`src/rtl/pipeline_ctrl.sv`:
```
// Stall/flush sequencer for the five-stage pipeline: merges hold sources into
// per-stage stall/bubble controls, runs the divider occupancy FSM and drops stale fetches.
module pipeline_ctrl #(
  parameter int DIV_CYCLES = 32
) (
  input  logic clk,
  input  logic resetn,
  input  logic fwd_stall,
  input  logic div_start,
  input  logic ibus_req,
  input  logic ibus_ready,
  input  logic dbus_req,
  input  logic dbus_ready,
  input  logic exc_valid,
  output logic stall_if,
  output logic stall_id,
  output logic stall_ex,
  output logic stall_mm,
  output logic flush_id,
  output logic flush_ex,
  output logic flush_mm,
  output logic flush_wb,
  output logic div_busy,
  output logic div_done
);

  typedef enum logic [1:0] {IDLE, RUN, DONE} div_state_t;

  localparam logic [5:0] CNT_INIT = 6'(DIV_CYCLES - 1);

  div_state_t state, state_nxt;
  logic [5:0] cnt, cnt_nxt;
  logic       drop_pend, drop_nxt;

  logic ibus_wait, dbus_wait, exc_flush, div_hold;
  logic s_if, s_id, s_ex, s_mm;
  logic f_id, f_ex, f_mm, f_wb;

  assign ibus_wait = ibus_req & ~ibus_ready;
  assign dbus_wait = dbus_req & ~dbus_ready;
  // A pending data access pins the excepting instruction in MM until it completes.
  assign exc_flush = exc_valid & ~dbus_wait;
  assign div_hold  = ((state == IDLE) & div_start) | (state == RUN);

  always_comb begin
    s_mm = dbus_wait;
    s_ex = s_mm | div_hold;
    s_id = s_ex | fwd_stall;
    s_if = s_id | ibus_wait;
    f_wb = s_mm;
    f_mm = s_ex & ~s_mm;
    f_ex = s_id & ~s_ex;
    f_id = s_if & ~s_id;
    if (exc_flush) begin
      s_if = 1'b0;
      s_id = 1'b0;
      s_ex = 1'b0;
      s_mm = 1'b0;
      f_id = 1'b1;
      f_ex = 1'b1;
      f_mm = 1'b1;
      f_wb = 1'b0;
    end
    // Data returning for a fetch issued before the flush is discarded as a bubble.
    if (drop_pend & ibus_ready) begin
      f_id = 1'b1;
      s_if = 1'b0;
    end
    if (!resetn) begin
      s_if = 1'b0;
      s_id = 1'b0;
      s_ex = 1'b0;
      s_mm = 1'b0;
      f_id = 1'b0;
      f_ex = 1'b0;
      f_mm = 1'b0;
      f_wb = 1'b0;
    end
  end

  assign stall_if = s_if;
  assign stall_id = s_id;
  assign stall_ex = s_ex;
  assign stall_mm = s_mm;
  assign flush_id = f_id;
  assign flush_ex = f_ex;
  assign flush_mm = f_mm;
  assign flush_wb = f_wb;
  assign div_busy = resetn & (state == RUN);
  assign div_done = resetn & (state == DONE);

  always_comb begin
    state_nxt = state;
    cnt_nxt   = cnt;
    unique case (state)
      IDLE: if (div_start & ~exc_flush) begin
        state_nxt = RUN;
        cnt_nxt   = CNT_INIT;
      end
      RUN: begin
        if (exc_flush)      state_nxt = IDLE;
        else if (cnt == 0)  state_nxt = DONE;
        else                cnt_nxt   = cnt - 6'd1;
      end
      DONE: if (exc_flush | ~s_mm) state_nxt = IDLE;
      default: state_nxt = IDLE;
    endcase
  end

  assign drop_nxt = (drop_pend & ~ibus_ready) | (exc_flush & ibus_wait);

  always_ff @(posedge clk or negedge resetn) begin
    if (!resetn) begin
      state     <= IDLE;
      cnt       <= '0;
      drop_pend <= 1'b0;
    end else begin
      state     <= state_nxt;
      cnt       <= cnt_nxt;
      drop_pend <= drop_nxt;
    end
  end

endmodule

```
`config.mk`:
```
export PLATFORM = sky130hd
export DESIGN_NAME = pipeline_ctrl
export DESIGN_NICKNAME = d
export VERILOG_FILES = /design/src/rtl/pipeline_ctrl.sv
export SDC_FILE = /design/constraint.sdc
export NUM_CORES = 1
export LEC_CHECK = 0
export CAP_MARGIN = 40
export CELL_PAD_IN_SITES_DETAIL_PLACEMENT = 0
export CELL_PAD_IN_SITES_GLOBAL_PLACEMENT = 2
export CORE_ASPECT_RATIO = 0.8
export CORE_MARGIN = 1.5
export CORE_UTILIZATION = 28
export CTS_BUF_LIST = sky130_fd_sc_hd__clkbuf_2 sky130_fd_sc_hd__clkbuf_4 sky130_fd_sc_hd__clkbuf_8
export DETAILED_ROUTE_END_ITERATION = 7
export PLACE_DENSITY_LB_ADDON = 0.1
export SLEW_MARGIN = 20
export SYNTH_ARGS = -nofsm -noshare
export SYNTH_HDL_FRONTEND = slang
export SYNTH_SLANG_ARGS = --single-unit
```
`constraint.sdc`:
```
create_clock -name clk -period 1.9 [get_ports clk]
set_input_delay 0.19 -clock clk [delete_from_list [all_inputs] [get_ports clk]]
set_output_delay 0.19 -clock clk [all_outputs]
set_load 0.005 [all_outputs]
```
==> results of run 1 <==
==> synthesized netlist by cell type (2+ instances only) <==
library cell and count:
nor2_1 10, dfrtp_1 9, nand2_1 9, inv_1 6, a21oi_1 5, and2_1 5
mux2i_1 3, and3_1 2, ha_1 2, nand4_1 2, nor2b_1 2, nor3_1 2
==> where the power goes <==
group | internal (uW) | switching, uW
Combinational | 89.0 | 73.4
Clock | 95.5 | 70.5
Sequential | 206 | 9.78
==> final cells by class <==
class / instances / area, sq um / area share
Clock buffer: 4 / 30.0 / 0.0296
Sequential cell: 9 / 225 / 0.222
Multi-Input combinational cell: 60 / 415 / 0.409
Tap cell: 25 / 31.3 / 0.0308
Inverter: 6 / 22.5 / 0.0222
Timing Repair Buffer: 31 / 292 / 0.287
==> worst max path at each step <==
stage	from	to	slack [ps]
after floorplan	state[0]	flush_id	430
after global placement	div_start	flush_id	-260
after detailed placement	div_start	flush_id	-260
after CTS	state[0]	flush_id	20
after global routing	state[0]	stall_if	-40
final	state[0]	stall_if	30
==> repair_timing <==
action                                  4_1_cts  5_1_grt
resized for setup                             6        4
pin swaps                                     1        0
endpoints found under the hold margin         0        0
hold buffers                                  0        0
endpoints found under the setup margin        4        5
setup buffers                                 1        0
==> per-layer routing <==
layer	vias to the layer above	routed length, um
met5	-	0
met4	0	8
met3	2	134
met2	20	638
met1	303	820
li1	340	-
==> flip-flops by register name, indices dropped and copies added, names as in the netlist <==
name / flops
cnt: 6
state: 2
drop_pend: 1
==> cells by family (layout without fill, tap and decap cells) <==
family	after synthesis	count (layout)	share of synthesized area
AOI/OAI and AO/OA	15	15	0.198
adders and majority gates	2	2	0.0377
buffers and inverters	7	41	0.0453
DFF	9	9	0.340
muxes	3	3	0.0453
and+or+nand+nor	40	40	0.334
==> cell usage in the layout (no fill, tap or decap), types with 2 or more instances in the layout <==
| cell type | count |
|---|---|
| clkdlybuf4s15_1 | 2 |
| nor2_1 | 10 |
| inv_1 | 6 |
| mux2i_1 | 3 |
| nor2b_1 | 2 |
| a21oi_1 | 5 |
| dlymetal6s2s_1 | 2 |
| nor3_1 | 2 |
| clkdlybuf4s50_1 | 11 |
| and2_1 | 5 |
| ha_1 | 2 |
| dfrtp_1 | 9 |
| buf_4 | 12 |
| dlygate4sd2_1 | 3 |
| nand4_1 | 2 |
| nand2_1 | 9 |
| clkbuf_4 | 4 |
| and3_1 | 2 |
==> worst reg2reg max path: stages (launching register included) <==
cell and delay [ps]:
dfrtp_1 410, or3_1 410, nor3_1 270, a311oi_1 140
a31o_1 200
==> through the flow <==
step,std cells,setup slack (ps),util,total power (uW),hold slack (ps)
after CTS,135,16.7,0.456,551,252
final,135,32.3,0.463,544,253
after global placement,130,-262,0.442,384,484
after floorplan,76,432,-,293,-106
after global routing,135,-36.4,0.463,582,258
after detailed placement,130,-257,0.442,383,492
==> metrics.md, run 1 <==
| Metric | Value |
|---|---|
| Outcome | completed |
| First-pass GRT wire length | 2550 um |
| Row count | 15 |
| Core area | 2200 sq um |
| Synthesis Warnings | 0 |
| Final clock skew | 1.57 ps |
| Min-Delay Path Class | input pin to asynchronous set/reset pin |
| Placed cell areas | around 970 sq um |
| DR iter-0 viols | 14 |
| DRC Markers | 0 |
| Synth async-reset ratio | 1.00 |
| Total GRT Usage | 0.130 |
| Synth top area share | 0.340 |
| Worst r2r path cells | 4 |
| GPL Wtd Cong | 0.862 |
| CP Capture Type | output pin |
| Actual slew at the worst max-slew pin | 379 ps |
| Slew HR | 0.745 |
| Top-Level Pins | 19 |
| Clk sinks | 9 |
| Routing usage on met3 | 0.0646 |
| Net count, final | 122 |
| Share of layout cells above drive strength 1 | 0.218 |
| Post-Syn Area | approximately 660 sq um |
| Most Used Layer, Global Route | met1 |
| EDFF count, synth | 0 |
| Synth area leader | dfrtp_1 |
| Vias in the first global route | 560 |
| Detailed-route wire length | 1600 um |
| Hpwl dp | 1250 um |
| Syn Area/Cell | 8.73 sq um |
| Root Driver | clkbuf_4 |
| Number of distinct library cells after synthesis | 31 |
| Met1 Usage GRT | 0.184 |
| Fin crit period | 1870 ps |
| Worst vdd ir | 470 uV |
| Fin area | ~1000 sq um |
| Worst path cell trace | o21ba_1 > or3_4 > buf_4 > nand2_1 > a21oi_1 > dlygate4sd2_1 |
| CTS clock-pin slew for the worst setup and hold paths | 60 ps |
| Routed Antenna Nets | 0 |
| Die Span X | 57.4 um |
| Die area | 2670 sq um |
| Max-Cap Viols | 0 |
| F_max | 0.535 GHz |
| CP max stage delay | between 300 and 400 ps |
| Initial antenna violation count | 0 |
| Arr. time, crit path | 1680 ps |
| Area Growth Syn to Fin | 53.2% |
| Max clock buf depth | 2 |
| CTS Buf Count | 3 |
| Via Count | 665 |
| Post-synthesis cell count | 76 |
| Final setup viols | 0 |
| Fillers | between 200 and 250 |
| Worst path depth | 6 |
| Top Family by Delay on Critical Path | buffers and inverters |
| Chip Height | 46.5 um |
| Final period util | 0.983 |
| WL/cell | 11.9 um |
| WP data required | roughly 1700 ps |
| Dominant synthesized flop cell | dfrtp_1 |
| Reg2Reg Capture Point | cnt[5] |
| Power density over the cells | 535 nW/um^2 |
| Slowest CP cell | dfrtp_1 |
| GRT overflow | 0 |
| H-tree depth | 1 |
| Seq/Total Area, Yosys | 0.340 |
| Final Hold Viols | 0 |
| Maximum number of pins on one net before global-route repair | 18 |
| Syn Nets | 87 |
| RR Startpoint | cnt[2] |
| Crit path buf inv count | 2 |
| Pins over their slew limit | 0 |
| Setup total negative slack | 0 ps |
| Worst-Skew Late Latency | ~260 ps |
| Grt met2 use | 0.182 |
| CTS tree | built |
| RSZ-0062 raised after global routing | true |
| Worst Setup Path Type | flip-flop to output pin |
| Initial Utilization | 0.302 |
| N_diodes | 0 |
| DRT Pass-1 Iters | 4 |
| Number of buffers added on ports | 18 |
| Synth Register Bits | 9 |
| Top cells by area, synth | dfrtp_1 34%, nor2_1 5.7%, nand2_1 5.1%, and2_1 4.7%, mux2i_1 4.5% |
| Largest fanout on the critical path | 2 |
| Routed vias/inst | 4.93 |
| Reg-to-reg slack, setup | between 300 and 400 ps |
| Leakage | 0.000497 uW |
| CP startpoint kind | flip-flop |
Power figures use the tool's default switching activity.
==> run 2, diff against run 1 <==
PLACE_DENSITY = 0.83   (was unset)
PLACE_DENSITY_LB_ADDON = unset   (was 0.1)
==> metrics.md, run 2 (synthesis gave the netlist of run 1 again) <==
| Metric | Value |
|---|---|
| Logic gate share of total power | 0.287 (-0.012) |
| Power density over the cells | 552 nW/um^2 (+3.2%) |
| Hpwl dp | 1280 um (+2.6%) |
| F_max | 0.555 GHz (+3.7%) |
| Total GRT Usage | 0.130 (-0.000157) |
| Largest fanout on the critical path | 2 (unchanged) |
| Share of layout cells above drive strength 1 | 0.226 (+0.00823) |
| Routed Antenna Nets | 0 (unchanged) |
| Clk sinks | 9 (unchanged) |
| Initial antenna violation count | 0 (unchanged) |
| Most common cell after layout, fill and taps aside | clkdlybuf4s50_1 |
| H-tree depth | 1 (unchanged) |
| Via Count | 637 (-4.2%) |
| Pins over their slew limit | 0 (unchanged) |
| Most frequent cells in the layout | 11 x clkdlybuf4s50_1, 10 x nor2_1, 9 x nand2_1, 9 x dfrtp_1, 8 x buf_4 |
| RSZ-0062 raised after global routing | false |
| Post-CTS Setup Inserts | 0 (-1) |
| CP startpoint kind | flip-flop |
| Max clock buf depth | 2 (unchanged) |
| Min-Delay Path Class | input pin to asynchronous set/reset pin |
| Maximum number of pins on one net before global-route repair | 11 (-7) |
| WP data required | 1710 ps (about the same) |
| Biggest regs | cnt: 6 flops, state: 2 flops, drop_pend: 1 flops |
| Int Power | 380 uW (-2.5%) |
| Fin crit period | 1800 ps (-67.0 ps) |
| Cts hold-fix bufs | 0 (unchanged) |
| Max FFs per register | 6 (unchanged) |
| Switching power | 151 uW (-1.6%) |
| CTS Buf Count | 3 (unchanged) |
| Final clock skew | 5.65 ps (+4.08 ps) |
| Fillers | 223 (+0.90%) |
| Detailed-route wire length | 1550 um (-3.0%) |
| Root Driver | clkbuf_4 |
| Seq pwr share | 0.407 (+0.011) |
| Max-Cap Viols | 0 (unchanged) |
| Area Growth Syn to Fin | 45.1% |
| Vias in the first global route | 554 (-1.1%) |
| Switching share of power | 0.285 (+0.00186) |
| Initial Utilization | 0.302 (unchanged) |
| Final setup viols | 0 (unchanged) |
| Hold_ws | 449 ps (+196 ps) |
| Most flops, register | cnt |
| Total power | 531 uW (-2.3%) |
| CTS clock-pin slew for the worst setup and hold paths | 60 ps (about the same) |
| Outcome | completed |
| GPL Wtd Cong | 0.760 (-12%) |
| Top-Level Pins | 19 (unchanged) |
| Fin util | 0.438 (-0.0245) |
| DRT Pass-1 Iters | 4 (unchanged) |
| Slew HR | 0.725 (-0.0201) |
| Worst Setup Path Type | flip-flop to output pin |
| GRT overflow | 0 (unchanged) |
| Leakage | 0.000450 uW (-9.6%) |
| CTS tree | built |
| Die Span X | 57.4 um (unchanged) |
| First-pass GRT wire length | 2560 um (+0.51%) |
| Arr. time, crit path | 1610 ps (-70 ps) |
| Worst-Skew Late Latency | 260 ps (about the same) |
| Clock power frac | 0.306 (about the same) |
| Die area | 2670 sq um (unchanged) |
| Routed vias/inst | 4.86 (-1.3%) |
| Row count | 15 (unchanged) |
| Final period util | 0.948 (-0.0352) |
| Core area | 2200 sq um (unchanged) |
| N_diodes | 0 (unchanged) |
| DR iter-0 viols | 7 (-7) |
| WL/cell | 11.9 um (about the same) |
| Setup WS pre-CTS | -258 ps (-0.476 ps) |
| Actual slew at the worst max-slew pin | 410 ps (+30.5 ps) |
| Final Hold Viols | 0 (unchanged) |
| DRC Markers | 0 (unchanged) |
| Final setup margin | 99.2 ps (+67.0 ps) |
| Number of buffers added on ports | 18 (unchanged) |
| Worst vdd ir | 439 uV (-6.6%) |
| Net count, final | 118 (-3.3%) |
| Chip Height | 46.5 um (unchanged) |
| CP Capture Type | output pin |
## run 2: per-layer routing
layer  part of all wire  global-route usage  wire length (um)
met5                  0                   0                 0
met4                  0              0.0140                 0
met3              0.072              0.0674               112
met2               0.44               0.198               686
met1               0.49               0.170               754
## run 2: through the flow
stage	TNS, ps	instance area [sq um]	instances
detailed placement	-660	935	127
global placement	-649	935	127
global route	0	962	131
finish	0	962	131
floorplan	0	663	76
CTS	0	963	131
## run 2: worst max-delay path, cell delays in order (launching register included)
cell      delay [ps]
dfrtp_1          390
o21ba_4          200
or3_4            340
buf_4            140
and3_1           160
clkbuf_2         100
## run 2: repair_timing
item / in CTS / in global routing
pin swaps: 1 / 1
resized for setup: 10 / 7
endpoints found under the setup margin: 4 / 4
## run 2: path summary, 6_finish.rpt
check | slack, ps | from | endpoint | depth (start not counted)
setup / recovery | 100 | state[0] | stall_id | 5
hold / removal | 450 | resetn | cnt[5] | 2
setup reg to reg | 360 | cnt[2] | cnt[5] | 4
hold reg to reg | 500 | cnt[0] | cnt[0] | 1
max in group asynchronous | 1320 | resetn | cnt[1] | 2
min in group clk | 500 | cnt[0] | cnt[0] | 1
## run 2: final cells by class
type	instances	area, sq um	area share
clock buffers	4	30.0	0.0312
multi-input cells	60	422	0.438
inverters	6	22.5	0.0234
flip-flops and latches	9	225	0.234
well taps	25	31.3	0.0325
repair buffers	27	231	0.241
## run 2: power by group through the flow
stage	sequential (uW)	clock [uW]	combinational [uW]
after floorplan	220	0	72.9
after global placement	219	0	153
after detailed placement	219	0	157
after CTS	216	167	152
after global routing	218	184	170
final	216	163	152
